### config.mk
export PLATFORM = sky130hd
export DESIGN_NAME = wowi_arbiter
export DESIGN_NICKNAME = d
export VERILOG_FILES = /design/src/rtl/wowi_arbiter.sv
export SDC_FILE = /design/constraint.sdc
export NUM_CORES = 1
export LEC_CHECK = 0
export CORE_UTILIZATION = 42
export DETAILED_ROUTE_END_ITERATION = 10
export PLACE_DENSITY = 0.95
export SYNTH_ARGS = -nofsm -noshare
export SYNTH_HDL_FRONTEND = slang
export SYNTH_SLANG_ARGS = --single-unit
### constraint.sdc
create_clock -name clk -period 4.9 [get_ports clk]
set_clock_uncertainty 0.1 [all_clocks]
set_input_delay 0.98 -clock clk [delete_from_list [all_inputs] [get_ports clk]]
set_output_delay 0.98 -clock clk [all_outputs]
set_load 0.1 [all_outputs]
### src/rtl/wowi_arbiter.sv
// Round-robin arbiter/sequencer sharing one word-wide BRAM adapter among N_REQ requesters.
// Latches the winner, strobes the adapter once, waits for ready (with timeout), and reports back.
module wowi_arbiter #(
  parameter  int DATA_WIDTH = 8,
  parameter  int WORD_BYTES = 2,
  parameter  int N_REQ      = 2,
  parameter  int TIMEOUT    = 16,
  localparam int W          = WORD_BYTES * DATA_WIDTH
) (
  input  logic               clk,
  input  logic               rst,
  input  logic [N_REQ-1:0]   req_valid,
  input  logic [N_REQ-1:0]   req_write,
  input  logic [N_REQ*8-1:0] req_addr,
  input  logic [N_REQ*W-1:0] req_wdata,
  output logic [N_REQ-1:0]   req_ack,
  output logic [N_REQ-1:0]   rsp_done,
  output logic [N_REQ-1:0]   rsp_err,
  output logic [W-1:0]       rsp_rdata,
  output logic               busy,
  output logic               ad_st_read,
  output logic               ad_st_write,
  output logic [7:0]         ad_base_addr,
  output logic [W-1:0]       ad_write_data,
  input  logic [W-1:0]       ad_read_data,
  input  logic               ad_ready
);

  localparam int IDX_W = (N_REQ > 1) ? $clog2(N_REQ) : 1;
  localparam int TW    = $clog2(TIMEOUT + 1);

  typedef enum logic [2:0] {
    S_IDLE,
    S_ISSUE,
    S_WAIT,
    S_CAPTURE,
    S_DONE,
    S_ERR
  } state_t;

  state_t           state_q, state_d;
  logic [IDX_W-1:0] ptr_q, ptr_d;
  logic [IDX_W-1:0] idx_q, idx_d;
  logic             write_q, write_d;
  logic [7:0]       addr_q, addr_d;
  logic [W-1:0]     wdata_q, wdata_d;
  logic [W-1:0]     rdata_q, rdata_d;
  logic [TW-1:0]    timer_q, timer_d;

  logic [7:0]       addr_arr  [N_REQ];
  logic [W-1:0]     wdata_arr [N_REQ];

  genvar gi;
  generate
    for (gi = 0; gi < N_REQ; gi++) begin : g_slice
      assign addr_arr[gi]  = req_addr[gi*8 +: 8];
      assign wdata_arr[gi] = req_wdata[gi*W +: W];
    end
  endgenerate

  // Round-robin search starting just after the last served requester.
  logic             found;
  logic [IDX_W-1:0] win;
  logic [IDX_W:0]   cand;

  always_comb begin
    found = 1'b0;
    win   = ptr_q;
    cand  = '0;
    for (int k = 1; k <= N_REQ; k++) begin
      cand = {1'b0, ptr_q} + (IDX_W+1)'(k);
      if (cand >= (IDX_W+1)'(N_REQ)) begin
        cand = cand - (IDX_W+1)'(N_REQ);
      end
      if (!found && req_valid[cand[IDX_W-1:0]]) begin
        found = 1'b1;
        win   = cand[IDX_W-1:0];
      end
    end
  end

  always_comb begin
    state_d = state_q;
    ptr_d   = ptr_q;
    idx_d   = idx_q;
    write_d = write_q;
    addr_d  = addr_q;
    wdata_d = wdata_q;
    rdata_d = rdata_q;
    timer_d = timer_q;
    case (state_q)
      S_IDLE: begin
        if (found) begin
          idx_d   = win;
          write_d = req_write[win];
          addr_d  = addr_arr[win];
          wdata_d = wdata_arr[win];
          state_d = S_ISSUE;
        end
      end
      S_ISSUE: begin
        timer_d = '0;
        state_d = S_WAIT;
      end
      S_WAIT: begin
        if (ad_ready) begin
          state_d = write_q ? S_DONE : S_CAPTURE;
        end else if (timer_q == TW'(TIMEOUT - 1)) begin
          state_d = S_ERR;
        end else begin
          timer_d = timer_q + 1'b1;
        end
      end
      // The adapter's last byte lands on the ready edge, so sample one cycle later.
      S_CAPTURE: begin
        rdata_d = ad_read_data;
        state_d = S_DONE;
      end
      S_DONE: begin
        ptr_d   = idx_q;
        state_d = S_IDLE;
      end
      S_ERR: begin
        ptr_d   = idx_q;
        state_d = S_IDLE;
      end
      default: state_d = S_IDLE;
    endcase
  end

  always_ff @(posedge clk) begin
    if (rst) begin
      state_q <= S_IDLE;
      ptr_q   <= IDX_W'(N_REQ - 1);
      idx_q   <= '0;
      write_q <= 1'b0;
      addr_q  <= '0;
      wdata_q <= '0;
      rdata_q <= '0;
      timer_q <= '0;
    end else begin
      state_q <= state_d;
      ptr_q   <= ptr_d;
      idx_q   <= idx_d;
      write_q <= write_d;
      addr_q  <= addr_d;
      wdata_q <= wdata_d;
      rdata_q <= rdata_d;
      timer_q <= timer_d;
    end
  end

  always_comb begin
    req_ack     = '0;
    rsp_done    = '0;
    rsp_err     = '0;
    ad_st_read  = 1'b0;
    ad_st_write = 1'b0;
    case (state_q)
      S_ISSUE: begin
        req_ack[idx_q] = 1'b1;
        ad_st_write    = write_q;
        ad_st_read     = !write_q;
      end
      S_DONE:  rsp_done[idx_q] = 1'b1;
      S_ERR:   rsp_err[idx_q]  = 1'b1;
      default: ;
    endcase
  end

  assign busy          = (state_q != S_IDLE);
  assign ad_base_addr  = addr_q;
  assign ad_write_data = wdata_q;
  assign rsp_rdata     = rdata_q;

endmodule

Word level (Yosys, flattened, before mapping)
Cells that the tools add are included.
- register bits: 51
- bits of input ports: 71
- output and inout port bits: 49
- word-level logic and storage cells: 76
- add/subtract/negate cells: 5
- $lt $le $gt $ge: 8
- equality and inequality tests: 10
- mux-type cells: 33
- bitwise logic cells: 1
- reductions and logical operators: 11
- operators with widths (operator ; count):
    $mux W16 ; 3
    $mux W8 ; 3
    $mux W1 ; 15
    $mux W3 ; 4
    $pmux W3 S4 ; 1
    $mux W5 ; 2
    $pmux W5 S2 ; 1
    $lt A1 B2 Y1 const B ; 4
    $eq A3 B2 Y1 const B ; 2
    $eq A3 B3 Y1 const B ; 2
    $ge A2 B2 Y1 const B ; 3
    $mux W2 ; 3
    $ne A2 B2 Y1 const B ; 3
    $add A5 B1 Y5 const B ; 1
    $eq A5 B4 Y1 const B ; 1
    $reduce_and A2 Y1 ; 2
    $eq A3 B1 Y1 const B ; 1
    $logic_not A3 Y1 ; 1
    $ne A3 B3 Y1 const B ; 1
    $reduce_and A3 Y1 ; 1
    $reduce_bool A3 Y1 ; 1
    $add A1 B1 Y2 const B ; 1
    $add A1 B2 Y2 const B ; 1
    $logic_and A1 B1 Y1 ; 2
    7 further kinds ; 9

Depth between registers and ports, before layout
Gate-level depths: netlist of the first run.
- depth in word-level cells: 13
- mapped depth: 7
- depth with buffers taken out: 7

Least setup slack after synthesis of the first run
No wires, ideal clock.
- path kind: register -> output
- start: register state_q[1]
- end: output port ad_st_write
- arrival: 3.084 ns
- data required time: 3.820 ns
- slack: 0.736 ns
- cell stages (with the launch flop): 5
- path buffers: 2
- path through: dfxtp_1 > clkbuf_1 > or2b_1 > clkbuf_1 > nor3b_1
- word-level cells in the longest chain between the ends: 2
- ends and longest elaborated chain (what ; RTL line ; text):
    start: declaration ; 41 ; state_t state_q, state_d;
    start signal: assignment ; 142 ; state_q <= state_d;
    $eq A3 B1 Y1 ; 159 ; case (state_q)
    $mux W1 ; 159 ;
    end: declaration ; 22 ; output logic ad_st_write,
No other way between the ends.

Final worst setup path of the first run
- start: register state_q[0]
- end: output port req_ack[1]
- word-level cells in the longest chain between the ends: 2
- ends and longest elaborated chain (what ; RTL line ; text):
    $eq A3 B1 Y1 ; 159 ;
    $mux W2 ; 159 ;
    end: declaration ; 16 ; output logic [N_REQ-1:0] req_ack,
No other way between the ends.

==> flow_summary.ini, run 1 <==
[grt]
antenna_found_initial = 0
grt_max_degree = 53
grt_pass1_vias = 1964
grt_pass1_wl_microns = 8340
grt_usage = 0.192
overflow = 0

[sta]
relSlewSlack = 0.286
finalSetupViolCount = 0
drv_slew = 0
holdWs_ps = 356
min_period_ps = 3610
period_share = 0.737
clock.fmax_mhz = 277
rsz0062_at_grt = no
worst_slew_pin_slew_ps = 1070
setup_tns_ps = 0
hold_violations = 0

[layout]
final_common_cell = clkdlybuf4s50_1
layout.cells.non_filler = 433
area_growth_pct = 57.2
multi_input_area_sq_um = 1130
diodes = 0
n_fill_cell = 422
layout_common_cells = clkdlybuf4s50_1 (118), dfxtp_1 (51), nand2_1 (39)
seq_area_sq_um = 1020
final_layout_size_suffix_gt1_frac = 0.0386
fin_nets = 435

[worst_setup_path]
path_max_fanout = 11
arrival_ps = 2530
slowest_stage = clkdlybuf4s50_1
cp-end-kind = output port
r2r_start = timer_q[0]
cp-startpoint = state_q[0]
slowest_delay_ps = 1170
cp_data_required_time_ps = 3820
setup.worst_path.start_class = register
crit_type = reg -> out
crit_chain = or2b_1 > nor3b_1 > clkdlybuf4s50_1

[clock_network]
numCtsBuffers = 5
cts_root_buffer = clkbuf_8
insertion_delay_ps = 280
h-tree-depth = 2
cts.sinks = 51
cts_tree = done
cts.clk_slew.worst_paths_ps = 80
cts_hold_buffers = 0
cts_setup_buffers = 0
cts_resized = 0
cts_max_path_buffers = 2

[power_and_ir_drop]
p_leak_nw = 1.31
power_density_nw_per_um2 = 427
pwr-share-comb = 0.511
pwr-share-clk = 0.149
max-vdd-ir-drop_uv = 266
intPower_uw = 782
power_switching_uw = 716
switching_share = 0.478
seq_power_share = 0.340

[drt]
drtIter0Drc = 60
detail_route.vias_per_cell = 5.07
ant_nets = 0
route.vias.total = 2194
dr.pass1.iters = 4
drc = 0
wire_per_inst_microns = 12.6
wl_microns = 5460

[floorplan]
die-area_sq_um = 5620
start_util = 0.438
coreArea_sq_um = 5110
rows = 26
ioPinCount = 120
die_h_microns = 74.9
die_w_microns = 74.9

[synthesis]
synth_sequential_area_ratio = 0.457
synth_warnings = 0
yosysUniqueCellTypes = 35
yosysTopAreaCell = dfxtp_1
ys_seq_elements = 51
yosys-top-cells-area = dfxtp_1 (46%), mux2i_1 (11%), a211oi_1 (9.1%), nand2_1 (6.6%), nor2_1 (5.2%)
synthesis.nets = 330
synth.cell_area_sq_um = 2230
syn_inst = 257
yosysTopAreaCellShare = 0.457
synth_area_per_cell_sq_um = 8.70

[placement]
place.port_buffers = 119
gp_congestion = 0.775
place_inst = 425
hpwl_microns = 4120

[job]
cap_violations = 0

[min_path]
hold_start = rsp_rdata[5]
hp-class = reg -> reg

[outcome]
status = finished clean
-- cell families after synthesis --
family | share of synthesized area
AOI/OAI and AO/OA | 0.162
adders and majority gates | 0.0112
buffers and inverters | 0.0437
DFF | 0.457
muxes | 0.117
and+or+nand+nor | 0.209
-- critical path, delay by kind of cell, from the launching register on --
family	cells	cell delay, ps
DFF	1	490
buffers and inverters	1	1170
and+or+nand+nor	2	580
-- power by group through the flow --
stage | clock network, mW | registers [mW] | logic [mW]
2_1_floorplan | 0 | 0.852 | 0.240
3_3_place_gp | 0 | 0.515 | 0.759
3_5_place_dp | 0 | 0.519 | 0.768
4_1_cts | 0.231 | 0.509 | 0.770
5_1_grt | 0.248 | 0.517 | 0.803
6_report | 0.224 | 0.509 | 0.766
-- layout make-up --
type / count / area share
repair buffers: 119 / 0.338
multi-input cells: 184 / 0.322
flip-flops and latches: 51 / 0.291
well taps: 70 / 0.0249
clock buffers: 7 / 0.0217
clock inverters: 1 / 0.00143
inverters: 1 / 0.00107
-- flip-flops by register name (all words and copies together) (netlist names) --
name	flops
ad_base_addr	8
ad_write_data	16
idx_q	1
ptr_q	1
rsp_rdata	16
state_q	3
timer_q	5
write_q	1
-- synth_stat cells --
cell and instances:
inv_1 1, buf_6 1, a211oi_1 27, mux2i_1 25
and3_1 2, buf_2 3, or3_1 2, nand2_1 39
nor2_2 1, a21oi_1 20, nand4bb_1 1, nand2b_1 2
or3b_2 1, nor2b_1 5, dfxtp_1 51, buf_4 1
nor4b_1 1, nor3_1 7, or4b_4 1, or2_2 1
or4b_1 1, a211o_1 1, nor2_1 31, buf_1 2
mux2_2 1, o21ai_0 4, o22ai_1 1, a22o_1 1
ha_1 2, nor3b_1 3, nand3_1 1, a21o_1 1
or2b_1 1, clkbuf_1 14, a21oi_2 1
-- through the flow --
stage | area [sq um] | power, mW | utilization | setup slack (ps)
after floorplan | 2230 | 1.09 | - | 736
after global placement | 3430 | 1.27 | 0.672 | 1660
after detailed placement | 3430 | 1.29 | 0.672 | 1600
after CTS | 3510 | 1.51 | 0.688 | 1280
after global routing | 3510 | 1.57 | 0.688 | 1160
final | 3510 | 1.50 | 0.688 | 1290
-- final timing paths --
check	depth (start not counted)	to	slack (ps)
worst min register to register	2	rsp_rdata[5]	360
worst min-delay path	2	rsp_rdata[5]	360
worst max register to register	7	timer_q[4]	2500
worst max-delay path	3	req_ack[1]	1290
-- per-layer routing --
metal,GRT usage,wire (microns),vias up
li1,-,-,1112
met4,0.0587,17,0
met3,0.0696,513,2
met5,0,0,-
met1,0.202,2110,1001
met2,0.354,2820,79
Power figures use the tool's default switching activity.
==> run 2: changes to the inputs <==
--- a/config.mk
+++ b/config.mk
@@ -5,9 +5,9 @@
 export SDC_FILE = /design/constraint.sdc
 export NUM_CORES = 1
 export LEC_CHECK = 0
-export CORE_UTILIZATION = 42
+export CORE_UTILIZATION = 35
 export DETAILED_ROUTE_END_ITERATION = 10
-export PLACE_DENSITY = 0.95
+export PLACE_DENSITY = 0.87
 export SYNTH_ARGS = -nofsm -noshare
 export SYNTH_HDL_FRONTEND = slang
 export SYNTH_SLANG_ARGS = --single-unit
==> constraint.sdc (replaced) <==
create_clock -name clk -period 3.2 [get_ports clk]
set_clock_uncertainty 0.1 [all_clocks]
set_input_delay 0.64 -clock clk [delete_from_list [all_inputs] [get_ports clk]]
set_output_delay 0.64 -clock clk [all_outputs]
set_load 0.1 [all_outputs]
==> flow_summary.ini, run 2 (synthesis gave the netlist of run 1 again) <==
[clock_network]
cts_setup_buffers = 0
cts.clk_slew.worst_paths_ps = 100
cts_max_path_buffers = 2
cts_tree = done
cts_hold_buffers = 0
cts_resized = 0
h-tree-depth = 2
cts_root_buffer = clkbuf_8
insertion_delay_ps = 300
cts.sinks = 51
numCtsBuffers = 5

[worst_setup_path]
crit_type = reg -> out
cp-end-kind = output port
path_max_fanout = 11
slowest_stage = dfxtp_1
setup.worst_path.start_class = register
crit_chain = or2b_1 > nor3b_1 > buf_4
arrival_ps = 1740
critPathBufInv = 1
slowest_delay_ps = 510
cp_data_required_time_ps = 2460
cp_top_family = simple AND/OR/NAND/NOR gates

[grt]
grt_max_degree = 52
grt_pass1_wl_microns = 8620
grt_pass1_vias = 1966
overflow = 0
grt_usage = 0.168
antenna_found_initial = 0

[sta]
finalSetupViolCount = 0
relSlewSlack = 0.307
hold_violations = 0
setup_tns_ps = 0
period_share = 0.774
rsz0062_at_grt = no
worst_slew_pin_slew_ps = 1040
clock.fmax_mhz = 404
fin_ws_ps = 724
holdWs_ps = 358
min_period_ps = 2480
drv_slew = 0

[floorplan]
rows = 28
die_h_microns = 81.9
die-area_sq_um = 6710
coreArea_sq_um = 6030
ioPinCount = 120
start_util = 0.371
die_w_microns = 81.9

[drt]
detail_route.vias_per_cell = 4.89
drc = 0
drtIter0Drc = 113
dr.pass1.iters = 4
wl_microns = 5610
route.vias.total = 2157
ant_nets = 0
wire_per_inst_microns = 12.7

[job]
cap_violations = 0

[layout]
layout.cells.non_filler = 441
final_layout_size_suffix_gt1_frac = 0.183
fin_nets = 438
area_growth_pct = 53.1
diodes = 0
utilization = 0.568
final_common_cell = clkdlybuf4s50_1
layout_common_cells = clkdlybuf4s50_1 (69), buf_4 (52), dfxtp_1 (51)

[placement]
place_inst = 433
gp_congestion = 0.757
hpwl_microns = 4130
pre_cts_ws_ps = 571
place.port_buffers = 119

[power_and_ir_drop]
max-vdd-ir-drop_uv = 400
power_density_nw_per_um2 = 668
p_leak_nw = 1.41

[min_path]
hp-class = reg -> reg

[outcome]
status = finished clean
==> run 2: changes by cell type in the layout (fill, tap and decap cells not counted) <==
cell,previous run,this run
clkbuf_1,2,1
clkdlybuf4s50_1,118,69
clkinvlp_4,0,1
buf_4,0,52
==> run 2: report_power, final <==
part           switching [mW]  internal, mW
Combinational           0.847         0.299
Sequential             0.0630         0.721
Clock                   0.205         0.153
Total                    1.11          1.17
==> run 2: worst min-delay path, cell delays in order, from the launching register on <==
cell     delay (ps)
dfxtp_1         320
nand2_1          50
a21oi_1          50
==> run 2: path summary, 6_finish.rpt <==
check,to,depth (start not counted),from,slack [ps]
worst max-delay path,req_ack[1],3,state_q[0],720
worst min-delay path,rsp_rdata[13],2,rsp_rdata[13],360
worst max register to register,timer_q[4],7,timer_q[0],790
worst min register to register,rsp_rdata[13],2,rsp_rdata[13],360
==> run 2: per-stage QoR <==
stage / power (mW) / area [sq um]
final: 2.29 / 3420
after global routing: 2.40 / 3420
after CTS: 2.31 / 3420
after detailed placement: 1.95 / 3340
after global placement: 1.94 / 3340
after floorplan: 1.67 / 2230
==> run 2: layout make-up <==
class,instances,area (sq um)
Fill cell,575,2600
Multi-Input combinational cell,184,1130
Timing Repair Buffer,122,1090
Sequential cell,51,1020
Tap cell,75,93.8
Clock buffer,6,72.6
Clock inverter,2,12.5
Inverter,1,3.75
==> run 2: routing by layer <==
layer | vias to the layer above | global-route usage | routed length (microns)
met1 | 959 | 0.174 | 2300
met2 | 82 | 0.307 | 2780
met4 | 0 | 0.0596 | 60
met5 | - | 0 | 0
met3 | 4 | 0.0644 | 467
li1 | 1112 | - | -
